File: config.mk
export PLATFORM = sky130hd
export DESIGN_NAME = adder_sum_accumulator
export DESIGN_NICKNAME = d
export VERILOG_FILES = /design/src/rtl/adder_sum_accumulator.sv
export SDC_FILE = /design/constraint.sdc
export NUM_CORES = 1
export LEC_CHECK = 0
export ABC_AREA = 1
export CAP_MARGIN = 40
export CELL_PAD_IN_SITES_DETAIL_PLACEMENT = 0
export CELL_PAD_IN_SITES_GLOBAL_PLACEMENT = 1
export CORE_UTILIZATION = 44
export CTS_BUF_LIST = sky130_fd_sc_hd__clkbuf_8
export DETAILED_ROUTE_END_ITERATION = 6
export PLACE_DENSITY_LB_ADDON = 0.2
export SYNTH_ARGS = -nofsm -noshare
export SYNTH_HDL_FRONTEND = slang
export SYNTH_SLANG_ARGS = --single-unit
File: constraint.sdc
create_clock -name clk -period 3.5 [get_ports clk]
set_input_delay 0.7 -clock clk [delete_from_list [all_inputs] [get_ports clk]]
set_output_delay 0.7 -clock clk [all_outputs]
set_load 0.01 [all_outputs]
File: src/rtl/adder_sum_accumulator.sv
// adder_sum_accumulator
//
// Purpose:
//   Consumes the registered adder's SUM_WIDTH-bit result stream.
//   BLOCK_LEN consecutive accepted sums are added into a wider accumulator.
//   The block total is then presented on a valid/ready output port.
//   The input is stalled while a finished total waits to be taken.
//
// Handshake semantics (both ports):
//   - A word moves on a rising clk edge where valid and ready are both 1.
//   - Neither side may make valid depend combinationally on ready.
//   - sum_ready is a registered output.
//   - While acc_valid is 1, acc_out is stable until the output transfer.
//
// Ports:
//   clk          in   clock; all state changes on the rising edge
//   rst_n        in   asynchronous active-low reset
//   sum_in       in   [SUM_WIDTH-1:0] sum word from the adder stage
//   sum_valid    in   sum_in is valid this cycle
//   sum_ready    out  block accepts sum_in this cycle (registered)
//   acc_out      out  [ACC_WIDTH-1:0] completed block total
//   acc_valid    out  acc_out holds a completed total
//   acc_ready    in   sink takes acc_out this cycle
//   blocks_done  out  [CNT_WIDTH-1:0] totals handed off, wraps modulo 2^CNT_WIDTH
//   acc_sat      out  (only with ACC_SATURATE_EN) block total was clamped
//
// Build option:
//   ACC_SATURATE_EN
//     Defined:
//       - Each add is computed one bit wider than the accumulator.
//       - On carry-out the accumulator clamps to all-ones.
//       - The clamp is reported per block on acc_sat.
//     Undefined:
//       - Additions wrap modulo 2^ACC_WIDTH.
//       - The acc_sat port does not exist.
//
// FSM state is held in the signal `state`, which checkers can reference
// hierarchically.

module adder_sum_accumulator #(
  parameter int SUM_WIDTH = 149,
  parameter int ACC_WIDTH = 165,
  parameter int BLOCK_LEN = 16,
  parameter int CNT_WIDTH = 16
) (
  input  logic                 clk,
  input  logic                 rst_n,
  input  logic [SUM_WIDTH-1:0] sum_in,
  input  logic                 sum_valid,
  output logic                 sum_ready,
  output logic [ACC_WIDTH-1:0] acc_out,
  output logic                 acc_valid,
  input  logic                 acc_ready,
`ifdef ACC_SATURATE_EN
  output logic [CNT_WIDTH-1:0] blocks_done,
  output logic                 acc_sat
`else
  output logic [CNT_WIDTH-1:0] blocks_done
`endif
);

  typedef enum logic {
    ACCUM = 1'b0,
    HOLD  = 1'b1
  } state_t;

  // Sample count of the last word in a block.
  localparam logic [CNT_WIDTH-1:0] LAST_CNT = CNT_WIDTH'(BLOCK_LEN - 1);

  state_t                 state, state_nxt;
  logic [ACC_WIDTH-1:0]   acc, acc_nxt;
  logic [CNT_WIDTH-1:0]   cnt, cnt_nxt;
  logic [ACC_WIDTH-1:0]   acc_out_nxt;
  logic                   acc_valid_nxt;
  logic                   sum_ready_nxt;
  logic [CNT_WIDTH-1:0]   blocks_done_nxt;
  logic [ACC_WIDTH-1:0]   add_res;
  logic                   in_xfer;
  logic                   out_xfer;

  assign in_xfer  = sum_valid & sum_ready;
  assign out_xfer = acc_valid & acc_ready;

`ifdef ACC_SATURATE_EN
  logic                   sat_flag, sat_flag_nxt;
  logic                   acc_sat_nxt;
  logic                   sat_hit;
  logic [ACC_WIDTH:0]     add_wide;

  // One extra bit catches the carry-out; a carry pins the result to all-ones.
  assign add_wide = {1'b0, acc} + {{(ACC_WIDTH + 1 - SUM_WIDTH){1'b0}}, sum_in};
  assign sat_hit  = add_wide[ACC_WIDTH];
  assign add_res  = sat_hit ? {ACC_WIDTH{1'b1}} : add_wide[ACC_WIDTH-1:0];
`else
  // Plain modulo-2^ACC_WIDTH addition of the zero-extended sum word.
  assign add_res = acc + {{(ACC_WIDTH - SUM_WIDTH){1'b0}}, sum_in};
`endif

  // Next-state and datapath decode; every target is defaulted to "hold" first.
  always_comb begin
    state_nxt       = state;
    acc_nxt         = acc;
    cnt_nxt         = cnt;
    acc_out_nxt     = acc_out;
    acc_valid_nxt   = acc_valid;
    sum_ready_nxt   = sum_ready;
    blocks_done_nxt = blocks_done;
`ifdef ACC_SATURATE_EN
    sat_flag_nxt    = sat_flag;
    acc_sat_nxt     = acc_sat;
`endif

    case (state)
      ACCUM: begin
        // sum_ready comes up one edge after reset release and stays high here.
        sum_ready_nxt = 1'b1;
        if (in_xfer) begin
          acc_nxt = add_res;
          cnt_nxt = cnt + CNT_WIDTH'(1);
`ifdef ACC_SATURATE_EN
          sat_flag_nxt = sat_flag | sat_hit;
`endif
          if (cnt == LAST_CNT) begin
            // Last sample of the block: publish the total.
            // Clear the running state so the next block starts clean.
            acc_out_nxt   = add_res;
            acc_valid_nxt = 1'b1;
            sum_ready_nxt = 1'b0;
            acc_nxt       = '0;
            cnt_nxt       = '0;
            state_nxt     = HOLD;
`ifdef ACC_SATURATE_EN
            acc_sat_nxt   = sat_flag | sat_hit;
            sat_flag_nxt  = 1'b0;
`endif
          end
        end
      end

      HOLD: begin
        // Input is stalled; any sum_valid here is simply not accepted.
        sum_ready_nxt = 1'b0;
        acc_valid_nxt = 1'b1;
        if (out_xfer) begin
          acc_valid_nxt   = 1'b0;
          sum_ready_nxt   = 1'b1;
          blocks_done_nxt = blocks_done + CNT_WIDTH'(1);
          state_nxt       = ACCUM;
        end
      end

      default: begin
        state_nxt = ACCUM;
      end
    endcase
  end

  // State register and datapath registers.
  always_ff @(posedge clk or negedge rst_n) begin
    if (!rst_n) begin
      state       <= ACCUM;
      acc         <= '0;
      cnt         <= '0;
      acc_out     <= '0;
      acc_valid   <= 1'b0;
      sum_ready   <= 1'b0;
      blocks_done <= '0;
`ifdef ACC_SATURATE_EN
      sat_flag    <= 1'b0;
      acc_sat     <= 1'b0;
`endif
    end else begin
      state       <= state_nxt;
      acc         <= acc_nxt;
      cnt         <= cnt_nxt;
      acc_out     <= acc_out_nxt;
      acc_valid   <= acc_valid_nxt;
      sum_ready   <= sum_ready_nxt;
      blocks_done <= blocks_done_nxt;
`ifdef ACC_SATURATE_EN
      sat_flag    <= sat_flag_nxt;
      acc_sat     <= acc_sat_nxt;
`endif
    end
  end

endmodule
# [After elaboration in Yosys (flattened, before gate mapping)]
# Cells that the tools add are included.
[totals] romBits=0 word_cells=33 latchBits=0 input_bits=153 output_inout_bits=183 ff_bits=365 ram_bits=0 memories=0
[op_classes] n_bitwise=3 div_mod_pow=0 mux=13 order_cmp=0 n_addsub=3 n_reduce_logical=4 multipliers=0 n_eq_ne=3 shifts=0
[op_table] cell="adder 165 x 149 -> 165 bit" n=1
[op_table] cell="two-way mux 165 bit" n=1
[op_table] cell="adder 16 x 1 -> 16 bit, second input constant" n=2
[op_table] cell="equality test 16 x 4 -> 1 bit, second input constant" n=1
[op_table] cell="two-way mux 16 bit" n=1
[op_table] cell="two-way mux 1 bit" n=8
[op_table] cell="one-hot mux 1 bit (2 select lines)" n=3
[op_table] cell="AND reduction 2 bit" n=3
[op_table] cell="inequality test 2 bit, second input constant" n=2
[op_table] cell="AND reduction 3 bit" n=1
[op_table] cell="bitwise AND 1 bit" n=2
[op_table] cell="inverter 1 bit" n=1

# [Logic depth before layout (Yosys ltp)]
# Gate-level depths: netlist (run 1).
[logic_depth] depth_word=4 ltp_mapped=18 depth_no_buf=18

# [Worst setup path after synthesis (run 1)]
# Ideal clock, no wire load.
[synth_path] path_type="input -> register" start="in sum_in[0]" end="reg acc[96]" slack_ns=0.905 setup_time_ns=0.118 arrival_ns=2.477 required_ns=3.382 stages=15 path_buffers=0 cell_sequence="ha_1 fa_1 nand2_1 nand3_1 nand3_1 nand2_1 nand2_1 nand2_1 nand2_1 nand2_1 nand2_1 nand3_2 or2_2 nand3_1 nand2_1"
[synth_between] elab_chain_len=2
[synth_lines] element="start, declared" line="48" text="input logic [SUM_WIDTH-1:0] sum_in,"
[synth_lines] element="adder 165 x 149 -> 165 bit" line="96" text="assign add_res = acc + {{(ACC_WIDTH - SUM_WIDTH){1'b0}}, sum_in};"
[synth_lines] element="two-way mux 165 bit" line="123" text="if (cnt == LAST_CNT) begin"
[synth_lines] element="end signal, assigned" line="174" text="acc <= acc_nxt;"
[synth_lines] element="end, declared" line="71" text="logic [ACC_WIDTH-1:0] acc, acc_nxt;"
# Every way passes these cells.
# A chain may end at the register's enable or synchronous reset.

# [Worst setup path after layout (run 1)]
[layout_path] start="in sum_in[8]" end="reg acc[132]"
# The elaborated chain is that of the path after synthesis.

==> results by group, run 1 <==
Run status
  • Run status: finished clean

Power
  • Pwr/cell area: 785 nW/um2
  • Worst VDD drop: 450 uV
  • Internal: 16.4 mW
  • Flop pwr share: 0.179
  • Sw Ratio: 0.500
  • Clock power frac: 0.133
  • Part of the power in combinational logic: 0.688
  • Total power: 32.7 mW
  • Total net switching power: 16.3 mW
  • Leakage: 23.1 nW

CTS
  • Clk Latency, worst-skew pair: 0.70 ns
  • H-tree levels: 3
  • Clock buffer depth: 3
  • Num CTS Buffers: 67
  • Hold buffers post-CTS: 0
  • Postcts setup bufs: 0
  • Clock slew at reported path FFs: 0.07 ns
  • Clk root buf: clkbuf_8
  • TritonCTS clock tree: done
  • Post-cts sizing count: 0
  • CTS Sinks: 365

Setup path
  • Setup crit start kind: input port
  • Worst path arrival time: 3.95 ns
  • Crit path buffers/inverters: 3
  • Top delay family on crit path: simple AND/OR/NAND/NOR gates
  • Path depth of the worst reg2reg path: 18
  • Crit. End Element: register
  • Critical Path RT: 4.08 ns
  • End point of the critical path: acc[132]
  • RR Startpoint: acc[8]
  • Max stage delay cell, worst path: clkdlybuf4s50_1
  • Critical Path Most Common Cell: nand2_1
  • Setup CP Type: in -> reg
  • Crit path largest cell delay: 0.43 ns
  • Critical Path Start: sum_in[8]
  • Critical Path, Cell by Cell: clkdlybuf4s50_1 > ha_1 > buf_4 > nand2_1 > buf_4 > nor2_2 > nand2_1 > nor2_1 > nand2_1 > nor2_1 > nor2_1 > nand2_2 > nand3_1 > nand2_1 > nand2_1 > nand2_1 > nand2_1 > nand3_1 > nand2_1
  • Worst-path fanout max: 4
  • Slack of the worst reg-to-reg path: 0.20 ns
  • Crit path depth: 19
  • Reg-to-Reg End: acc[132]

Timing
  • Final setup violating endpoints: 0
  • Fin Setup TNS: 0 ns
  • Slew Limit Headroom: 0.378
  • RSZ-0062 raised after global routing: no
  • Tcrit/Tclk final: 0.963
  • Final worst slack: 0.131 ns
  • Final Hold Fails: 0
  • Max Clock Skew: 0.0420 ns
  • Max Slew Vio Count: 0
  • Worst slew pin tran: 0.933 ns
  • Max Freq: 297 MHz
  • Period minus WS final: 3.37 ns

Synthesis
  • Post-synthesis adder-cell area fraction: 0.0622
  • Post-synthesis sequential area ratio: 0.297
  • Post-synthesis register bit count: 365
  • Mapped Cells: 5178
  • Ys flop type: dfrtp_1
  • Main area contributors after synthesis: dfrtp_1 (30%), nand2_1 (26%), inv_1 (11%)
  • Syn_area_per_cell: 5.93 um2
  • Synth Area in XOR/XNOR: 0.0294
  • Ys async rst share: 1.00
  • Synthesized cell area: 30700 um2
  • EDFF count, synth: 0
  • YS warnings: 0
  • Mapped Nets: 5483
  • Simple-gate area share of the yosys netlist: 0.418
  • Multiplexer share of the synthesized area: 0
  • Synth area leader: dfrtp_1
  • Main combinational cell family by area after synthesis: simple AND/OR/NAND/NOR gates
  • Unique masters post-synth: 38
  • Post-synthesis compound-gate area fraction: 0.0671
  • Yosys top cell area share: 0.297

Die
  • Die height: 266 um
  • Core area: 68800 um2
  • Starting density of the core: 0.446
  • DIE WIDTH: 266 um
  • Die ar.: 70900 um2
  • Placement row count: 96
  • I/O Pins: 336

Placement
  • Pre-CTS setup slack: -0.476 ns
  • Placer Congestion: 1.04
  • Area after DPL: 40300 um2
  • Port buffer count: 335
  • DP HPWL: 118000 um

Detailed routing
  • TritonRoute pass-1 iters: 6
  • Starting DRT DRC Count: 3175
  • Post-route antenna net violation count: 0
  • DRC Markers: 0
  • Mean number of vias per cell: 4.98
  • Final wirelength: 140000 um
  • Via count: 35600
  • Drt wl/cell: 19.5 um

Global routing
  • Initial antenna violation count: 3
  • Total track usage: 0.391
  • Total gr overflow: 0
  • Vias in the first global route: 34800
  • Met1 usage: 0.495
  • First-pass GRT wire length: 206000 um
  • Met3 Track Usage GR: 0.0591
  • Most Crowded Layer GR: met2
  • Met2 usage: 0.651
  • Largest net degree at the start of global routing: 102

Final layout
  • Fin util: 0.605
  • Area of the multi-input gates: 17700 um2
  • Nets: 6492
  • Fillers: 6905
  • Final instance area: 41600 um2
  • Sequential cell area: 9130 um2
  • Layout cell share with drive strength beyond 1: 0.145
  • Area Growth Syn to Fin: 35.5%

Hold path
  • HP Class: in -> async

Flow run
  • Maximum Capacitance Violations: 0
## registers in the layout, summed over array words and instances (netlist names)
name,flops
sum_ready,1
blocks_done,16
acc,165
acc_valid,1
acc_out,165
cnt,16
state,1
## worst min path at each step
stage	from	endpoint	cells after the start
2_1_floorplan	rst_n	acc[0]	0
3_3_place_gp	cnt[15]	cnt[15]	1
3_5_place_dp	acc_out[94]	acc_out[94]	2
4_1_cts	rst_n	acc_out[34]	1
5_1_grt	rst_n	acc_out[34]	1
6_report	rst_n	acc_out[34]	1
## metrics by stage
step	hold WS, ns	std cells
3_3_place_gp	0.458	7049
5_1_grt	0.129	7160
6_report	0.0609	7160
3_5_place_dp	0.464	7049
4_1_cts	0.0650	7159
2_1_floorplan	0.404	5178
## layout by cell type, fill, tap and decap left out, drive strengths merged, types with 2 or more instances in the layout
cell,Yosys,final
a21boi,2,2
o21ai,218,218
nand3b,35,35
clkinv,0,5
clkdlybuf4s50,0,334
nand3,320,320
nor2,499,499
a31oi,3,3
o21a,3,3
nand2b,3,3
bufinv,0,3
nor4,18,18
nand4,6,6
nand2,2187,2187
inv,947,971
xnor2,77,77
a21oi,161,161
ha,151,151
or2,15,15
dfrtp,365,365
and2,9,9
nor3,46,46
clkbuf,48,78
buf,23,677
o21bai,12,12
xor2,26,26
## final cells by class
| cell class | count | area share |
|---|---|---|
| well taps | 931 | 0.0280 |
| clock buffers | 78 | 0.0258 |
| inverters | 947 | 0.0854 |
| multi-input cells | 3795 | 0.426 |
| diodes | 1 | 0.0000601 |
| flip-flops and latches | 365 | 0.219 |
| clock inverters | 32 | 0.00679 |
| repair buffers | 1011 | 0.208 |
## power by group through the flow
stage | clock (mW) | combinational, mW | sequential [mW]
after CTS | 4.41 | 22.1 | 5.83
after global routing | 4.55 | 24.3 | 5.95
final | 4.34 | 22.5 | 5.85
after detailed placement | 0 | 21.9 | 5.87
after floorplan | 0 | 11.2 | 5.69
after global placement | 0 | 21.8 | 5.84
## synth_stat cells (9+ instances only)
library cell,instances
xor2_1,26
nand2_2,24
or2_2,15
ha_1,151
inv_2,15
buf_2,16
xnor2_1,77
nand3_1,305
nor3_2,10
nand2_1,2163
o21bai_1,12
inv_1,932
nand3_2,15
o21ai_1,24
and2_1,9
o21ai_0,194
nor2_2,49
nor2_1,449
a21oi_1,161
nor4_1,17
nand3b_1,32
dfrtp_1,365
nor3_1,36
clkbuf_1,48
## kinds of logic after synthesis
group	count (synthesis)
and+or+nand+nor	3139
adders and majority gates	152
DFF	365
buffers and inverters	1018
AOI/OAI and AO/OA	401
xor gates and xnor gates	103
## routing by layer
layer	wire length [um]	share of wire	up-vias
li1	-	-	17700
met1	58800	0.42	16400
met2	64300	0.46	1244
met3	9280	0.066	265
met4	7160	0.051	4
met5	27	0.00019	-
No activity file was read; power rests on OpenSTA's default activity.
==> run 2, diff against run 1 <==
--- a/config.mk
+++ b/config.mk
@@ -6,10 +6,10 @@
 export NUM_CORES = 1
 export LEC_CHECK = 0
 export ABC_AREA = 1
-export CAP_MARGIN = 40
+export CAP_MARGIN = 25
 export CELL_PAD_IN_SITES_DETAIL_PLACEMENT = 0
 export CELL_PAD_IN_SITES_GLOBAL_PLACEMENT = 1
-export CORE_UTILIZATION = 44
+export CORE_UTILIZATION = 30
 export CTS_BUF_LIST = sky130_fd_sc_hd__clkbuf_8
 export DETAILED_ROUTE_END_ITERATION = 6
 export PLACE_DENSITY_LB_ADDON = 0.2
==> results by group, run 2 (synthesis results as in run 1) <==
Run status
  • Run status: finished clean (unchanged)

Detailed routing
  • Via count: 34800 (was 35600)
  • DRC Markers: 0 (unchanged)
  • Mean number of vias per cell: 4.51 (was 4.98)
  • Starting DRT DRC Count: 2368 (was 3175)
  • Post-route antenna net violation count: 0 (unchanged)
  • TritonRoute pass-1 iters: 6 (unchanged)
  • Final wirelength: 153000 um (was 140000 um)
  • Drt wl/cell: 19.8 um (was 19.5 um)

Timing
  • Hold WS: 0.0230 ns (was 0.0609 ns)
  • RSZ-0062 raised after global routing: no (unchanged)
  • Worst slew pin tran: 0.907 ns (was 0.933 ns)
  • Max Slew Vio Count: 0 (unchanged)
  • Final Hold Fails: 0 (unchanged)
  • Max Clock Skew: 0.0273 ns (was 0.0420 ns)
  • Max Freq: 311 MHz (was 297 MHz)
  • Tcrit/Tclk final: 0.920 (was 0.963)
  • Final setup violating endpoints: 0 (unchanged)
  • Final worst slack: 0.281 ns (was 0.131 ns)
  • Slew Limit Headroom: 0.395 (was 0.378)
  • Fin Setup TNS: 0 ns (unchanged)
  • Period minus WS final: 3.22 ns (was 3.37 ns)

Die
  • Placement row count: 116 (was 96)
  • I/O Pins: 336 (unchanged)
  • Core area: 101000 um2 (was 68800 um2)
  • Die ar.: 104000 um2 (was 70900 um2)
  • Starting density of the core: 0.305 (was 0.446)
  • Die height: 322 um (was 266 um)
  • DIE WIDTH: 322 um (was 266 um)

Setup path
  • Worst-path fanout max: 3 (was 4)
  • Critical Path Most Common Cell: nand2_1 (unchanged)
  • Worst path arrival time: 3.82 ns (was 3.95 ns)
  • Critical Path, Cell by Cell: clkdlybuf4s50_1 > ha_1 > buf_4 > nand2_1 > buf_4 > nor2_1 > inv_1 > nor2_1 > inv_1 > nor2_1 > inv_1 > nor4_1 > buf_4 > nand2_1 > nand2_1 > nand2_1 > nand3_1 > nand2_1 (was clkdlybuf4s50_1 > ha_1 > buf_4 > nand2_1 > buf_4 > nor2_2 > nand2_1 > nor2_1 > nand2_1 > nor2_1 > nor2_1 > nand2_2 > nand3_1 > nand2_1 > nand2_1 > nand2_1 > nand2_1 > nand3_1 > nand2_1)
  • Crit path largest cell delay: 0.49 ns (was 0.43 ns)
  • Setup crit start kind: input port (unchanged)
  • Top delay family on crit path: simple AND/OR/NAND/NOR gates (unchanged)
  • Critical Path RT: 4.10 ns (was 4.08 ns)
  • Max stage delay cell, worst path: clkdlybuf4s50_1 (unchanged)
  • Crit path buffers/inverters: 7 (was 3)
  • Setup CP Type: in -> reg (unchanged)
  • Crit. End Element: register (unchanged)

Final layout
  • Fin cells: 7706 (was 7160)
  • Nets: 6598 (was 6492)
  • Most common cell after layout, fill and taps aside: nand2_1 (unchanged)
  • Area of the multi-input gates: 17700 um2 (unchanged)
  • Most frequent cells in the layout: nand2_1 (2162), inv_1 (956), buf_4 (755), nor2_1 (448), dfrtp_1 (365) (was nand2_1 (2162), inv_1 (950), buf_4 (657), nor2_1 (448), dfrtp_1 (365))
  • Final instance area: 43100 um2 (was 41600 um2)
  • Fin util: 0.427 (was 0.605)
  • Fillers: 11200 (was 6905)
  • Layout cell share with drive strength beyond 1: 0.160 (was 0.145)
  • Sequential cell area: 9130 um2 (unchanged)
  • Area Growth Syn to Fin: 40.2% (was 35.5%)
  • Largest regs: acc (165), acc_out (165) (unchanged)

CTS
  • Hold buffers post-CTS: 0 (unchanged)
  • Num CTS Buffers: 69 (was 67)
  • Clock buffer depth: 3 (unchanged)
  • TritonCTS clock tree: done (unchanged)
  • Clk root buf: clkbuf_8 (unchanged)
  • CTS Sinks: 365 (unchanged)
  • Postcts setup bufs: 0 (unchanged)
  • Clock slew at reported path FFs: 0.06 ns (was 0.07 ns)
  • Post-cts sizing count: 0 (unchanged)
  • Clk Latency, worst-skew pair: 0.73 ns (was 0.70 ns)
  • H-tree levels: 3 (unchanged)

Placement
  • Port buffer count: 335 (unchanged)
  • Placer Congestion: 1.04 (about the same)
  • Pre-CTS setup slack: -0.428 ns (was -0.476 ns)
  • Placed Instances: 7579 (was 7049)
  • Area after DPL: 41700 um2 (was 40300 um2)
  • DP HPWL: 132000 um (was 118000 um)

Power
  • Worst VDD drop: 277 uV (was 450 uV)
  • Leakage: 23.7 nW (was 23.1 nW)
  • Pwr/cell area: 774 nW/um2 (was 785 nW/um2)
  • Total power: 33.3 mW (was 32.7 mW)

Global routing
  • Initial antenna violation count: 3 (unchanged)
  • First-pass GRT wire length: 223000 um (was 206000 um)
  • Vias in the first global route: 34900 (was 34800)
  • Largest net degree at the start of global routing: 90 (was 102)
  • Total track usage: 0.294 (was 0.391)
  • Total gr overflow: 0 (unchanged)

Flow run
  • Maximum Capacitance Violations: 0 (unchanged)

Hold path
  • HP Class: in -> async (unchanged)
[run 2: changes by cell type in the layout (fill, tap and decap cells not counted), sizes merged]
| cell | delta |
|---|---|
| buf | +104 |
| bufinv | -2 |
| clkbuf | +8 |
| clkinvlp | +3 |
| diode | +3 |
| inv | +4 |
[run 2: final timing paths]
kind / cells past startpoint / slack, ns / end / start
worst min-delay path: 1 / 0.02 / acc_out[32] / rst_n
worst min register to register: 1 / 0.47 / blocks_done[15] / blocks_done[15]
min in group clk: 1 / 0.47 / blocks_done[15] / blocks_done[15]
max in group asynchronous: 2 / 2.58 / acc[89] / rst_n
worst max-delay path: 18 / 0.28 / acc_out[159] / sum_in[118]
worst max register to register: 17 / 0.30 / acc_out[132] / acc[113]
[run 2: worst register-to-register path, delay by kind of cell (launching register included)]
kind | cells | cell delay [ns]
adders and majority gates | 1 | 0.51
DFF | 1 | 0.39
and+or+nand+nor | 11 | 1.52
buffers and inverters | 5 | 0.69
[run 2: report_power, final]
group          switching, mW  internal, mW
clock network           2.01          2.30
registers              0.620          5.19
logic                   14.0          9.22
total                   16.6          16.7
[run 2: cell type report]
cell class / count / area share
timing repair buffer: 1115 / 0.221
clock inverter: 37 / 0.00491
sequential: 365 / 0.212
tap: 1357 / 0.0394
clock buffer: 86 / 0.0275
antenna: 4 / 0.000232
inverter: 947 / 0.0826
multi-input combinational: 3795 / 0.412
[run 2: routing by layer]
layer	wire length [um]	vias to the layer above	share of wire	global-route usage
met4	4980	0	0.033	0.0951
met2	73200	704	0.48	0.513
met5	0	-	0	0
met1	69500	16000	0.46	0.379
met3	4940	168	0.032	0.0271
li1	-	17900	-	-
==> run 3, diff against run 2 <==
--- a/config.mk
+++ b/config.mk
@@ -7,8 +7,8 @@
 export LEC_CHECK = 0
 export ABC_AREA = 1
 export CAP_MARGIN = 25
-export CELL_PAD_IN_SITES_DETAIL_PLACEMENT = 0
-export CELL_PAD_IN_SITES_GLOBAL_PLACEMENT = 1
+export CELL_PAD_IN_SITES_DETAIL_PLACEMENT = 1
+export CELL_PAD_IN_SITES_GLOBAL_PLACEMENT = 2
 export CORE_UTILIZATION = 30
 export CTS_BUF_LIST = sky130_fd_sc_hd__clkbuf_8
 export DETAILED_ROUTE_END_ITERATION = 6
==> results by group, run 3 (synthesis results as in run 1) <==
Detailed routing
  • DRC Markers: 0 (unchanged)
  • DR WL met2: 76900 um (was 73200 um)
  • TritonRoute pass-1 iters: 5 (was 6)
  • Top Metal Used: met4 (unchanged)
  • Post-route antenna net violation count: 0 (unchanged)
  • Met1 wire length: 73500 um (was 69500 um)
  • Final wirelength: 164000 um (was 153000 um)
  • Met3 wire length: 6470 um (was 4940 um)
  • Starting DRT DRC Count: 1941 (was 2368)
  • Mean number of vias per cell: 4.71 (was 4.51)
  • Via count: 36600 (was 34800)
  • Drt wl/cell: 21.2 um (was 19.8 um)

Setup path
  • Top delay family on crit path: simple AND/OR/NAND/NOR gates (unchanged)
  • Setup crit start kind: input port (unchanged)
  • Max stage delay cell, worst path: clkdlybuf4s50_1 (unchanged)
  • Setup CP Type: in -> reg (unchanged)
  • Path depth of the worst reg2reg path: 14 (was 17)
  • Critical Path, Cell by Cell: clkdlybuf4s50_1 > ha_1 > buf_4 > nand2_1 > buf_4 > nor2_1 > nand2_1 > nor2_1 > nand2_1 > nor2_1 > nand2_1 > nand3_1 > nand2_1 > buf_4 > nand2_1 > nand2_1 > nand3_1 > nand2_1 (was clkdlybuf4s50_1 > ha_1 > buf_4 > nand2_1 > buf_4 > nor2_1 > inv_1 > nor2_1 > inv_1 > nor2_1 > inv_1 > nor4_1 > buf_4 > nand2_1 > nand2_1 > nand2_1 > nand3_1 > nand2_1)
  • Crit. End Element: register (unchanged)
  • Critical Path RT: 4.13 ns (was 4.10 ns)
  • Crit path depth: 18 (unchanged)
  • Reg-to-Reg End: acc[94] (was acc_out[132])
  • Critical Path Most Common Cell: nand2_1 (unchanged)
  • Slack of the worst reg-to-reg path: 0.23 ns (was 0.30 ns)
  • Worst path arrival time: 3.92 ns (was 3.82 ns)
  • RR Startpoint: acc[84] (was acc[113])
  • Worst-path fanout max: 3 (unchanged)
  • Crit path largest cell delay: 0.49 ns (about the same)
  • Crit path buffers/inverters: 4 (was 7)

Timing
  • Period minus WS final: 3.29 ns (was 3.22 ns)
  • Hold WS: 0.0139 ns (was 0.0230 ns)
  • Tcrit/Tclk final: 0.939 (was 0.920)
  • Worst slew pin tran: 0.945 ns (was 0.907 ns)
  • Max Clock Skew: 0.0553 ns (was 0.0273 ns)
  • Slew Limit Headroom: 0.370 (was 0.395)
  • RSZ-0062 raised after global routing: no (unchanged)
  • Fin Setup TNS: 0 ns (unchanged)
  • Final Hold Fails: 0 (unchanged)
  • Max Slew Vio Count: 0 (unchanged)
  • Final setup violating endpoints: 0 (unchanged)
  • Final worst slack: 0.213 ns (was 0.281 ns)
  • Max Freq: 304 MHz (was 311 MHz)

Final layout
  • Layout cell share with drive strength beyond 1: 0.170 (was 0.160)
  • Area of the multi-input gates: 17700 um2 (unchanged)
  • Sequential cell area: 9130 um2 (unchanged)
  • Fillers: 13700 (was 11200)
  • Most common cell after layout, fill and taps aside: nand2_1 (unchanged)
  • Final instance area: 43700 um2 (was 43100 um2)
  • Nets: 6657 (was 6598)
  • Most frequent cells in the layout: nand2_1 (2162), inv_1 (948), buf_4 (808), nor2_1 (448), dfrtp_1 (365) (was nand2_1 (2162), inv_1 (956), buf_4 (755), nor2_1 (448), dfrtp_1 (365))
  • Fin cells: 7771 (was 7706)
  • Area Growth Syn to Fin: 42.4% (was 40.2%)
  • Largest regs: acc (165), acc_out (165) (unchanged)

Power
  • Flop pwr share: 0.165 (was 0.174)
  • Sw Ratio: 0.499 (about the same)
  • Total net switching power: 17.8 mW (was 16.6 mW)
  • Clock power frac: 0.146 (was 0.129)
  • Part of the power in combinational logic: 0.690 (was 0.696)
  • Leakage: 24.1 nW (was 23.7 nW)
  • Worst VDD drop: 322 uV (was 277 uV)
  • Pwr/cell area: 816 nW/um2 (was 774 nW/um2)
  • Internal: 17.9 mW (was 16.7 mW)

CTS
  • CTS Sinks: 365 (unchanged)
  • Clk root buf: clkbuf_8 (unchanged)
  • Clock buffer depth: 3 (unchanged)
  • TritonCTS clock tree: done (unchanged)
  • Postcts setup bufs: 0 (unchanged)
  • Clock slew at reported path FFs: 0.06 ns (about the same)
  • Num CTS Buffers: 76 (was 69)
  • Hold buffers post-CTS: 0 (unchanged)
  • Clk Latency, worst-skew pair: 0.77 ns (was 0.73 ns)
  • Post-cts sizing count: 0 (unchanged)
  • H-tree levels: 3 (unchanged)

Flow run
  • Maximum Capacitance Violations: 0 (unchanged)

Die
  • DIE WIDTH: 322 um (unchanged)
  • I/O Pins: 336 (unchanged)
  • Starting density of the core: 0.305 (unchanged)
  • Placement row count: 116 (unchanged)
  • Die height: 322 um (unchanged)
  • Core area: 101000 um2 (unchanged)
  • Die ar.: 104000 um2 (unchanged)

Placement
  • Placed Instances: 7631 (was 7579)
  • Pre-CTS setup slack: -0.594 ns (was -0.428 ns)
  • DP HPWL: 141000 um (was 132000 um)
  • Port buffer count: 335 (unchanged)
  • Placer Congestion: 1.03 (was 1.04)
  • Area after DPL: 42000 um2 (was 41700 um2)

Global routing
  • Total gr overflow: 0 (unchanged)
  • Total track usage: 0.317 (was 0.294)
  • Largest net degree at the start of global routing: 117 (was 90)
  • Vias in the first global route: 38400 (was 34900)
  • First-pass GRT wire length: 241000 um (was 223000 um)
  • Initial antenna violation count: 1 (was 3)

Hold path
  • HP Class: in -> async (unchanged)

Run status
  • Run status: finished clean (unchanged)
[run 3: worst max path at each step]
stage                          start            to
after floorplan            sum_in[0]       acc[96]
after global placement    sum_in[83]   acc_out[94]
after detailed placement  sum_in[83]       acc[94]
after CTS                    acc[85]       acc[94]
after global routing         acc[85]       acc[94]
final                     sum_in[75]  acc_out[156]
[run 3: metal layers]
metal	GRT usage	vias to the layer above
met5	0	-
met4	0.137	0
met3	0.0332	259
met2	0.540	745
met1	0.404	17500
li1	-	18000
[run 3: power by group through the flow]
stage	Combinational (mW)	Sequential (mW)	Clock, mW
after floorplan	11.2	5.69	0
after global placement	23.9	5.88	0
after detailed placement	24.2	5.93	0
after CTS	24.4	5.87	5.34
after global routing	26.5	5.99	5.49
final	24.6	5.88	5.19
[run 3: cell type report]
type,count,area share
inverters,947,0.0813
clock buffers,97,0.0305
multi-input cells,3795,0.406
flip-flops and latches,365,0.209
repair buffers,1167,0.227
well taps,1357,0.0388
diodes,3,0.000172
clock inverters,40,0.00810
[run 3: worst reg2reg max path, delay by kind of cell (launching register included)]
family	cells	cell delay, ns
adder cells (fa/ha/maj)	1	0.33
AND/OR/NAND/NOR	8	1.32
AO/OA/AOI/OAI	2	0.66
buffers and inverters	3	0.49
flip-flops	1	0.38
[run 3: per-stage QoR]
stage	util	total power [mW]
2_1_floorplan	-	16.9
3_3_place_gp	0.417	29.7
3_5_place_dp	0.417	30.2
4_1_cts	0.434	35.6
5_1_grt	0.434	38.0
6_report	0.434	35.7
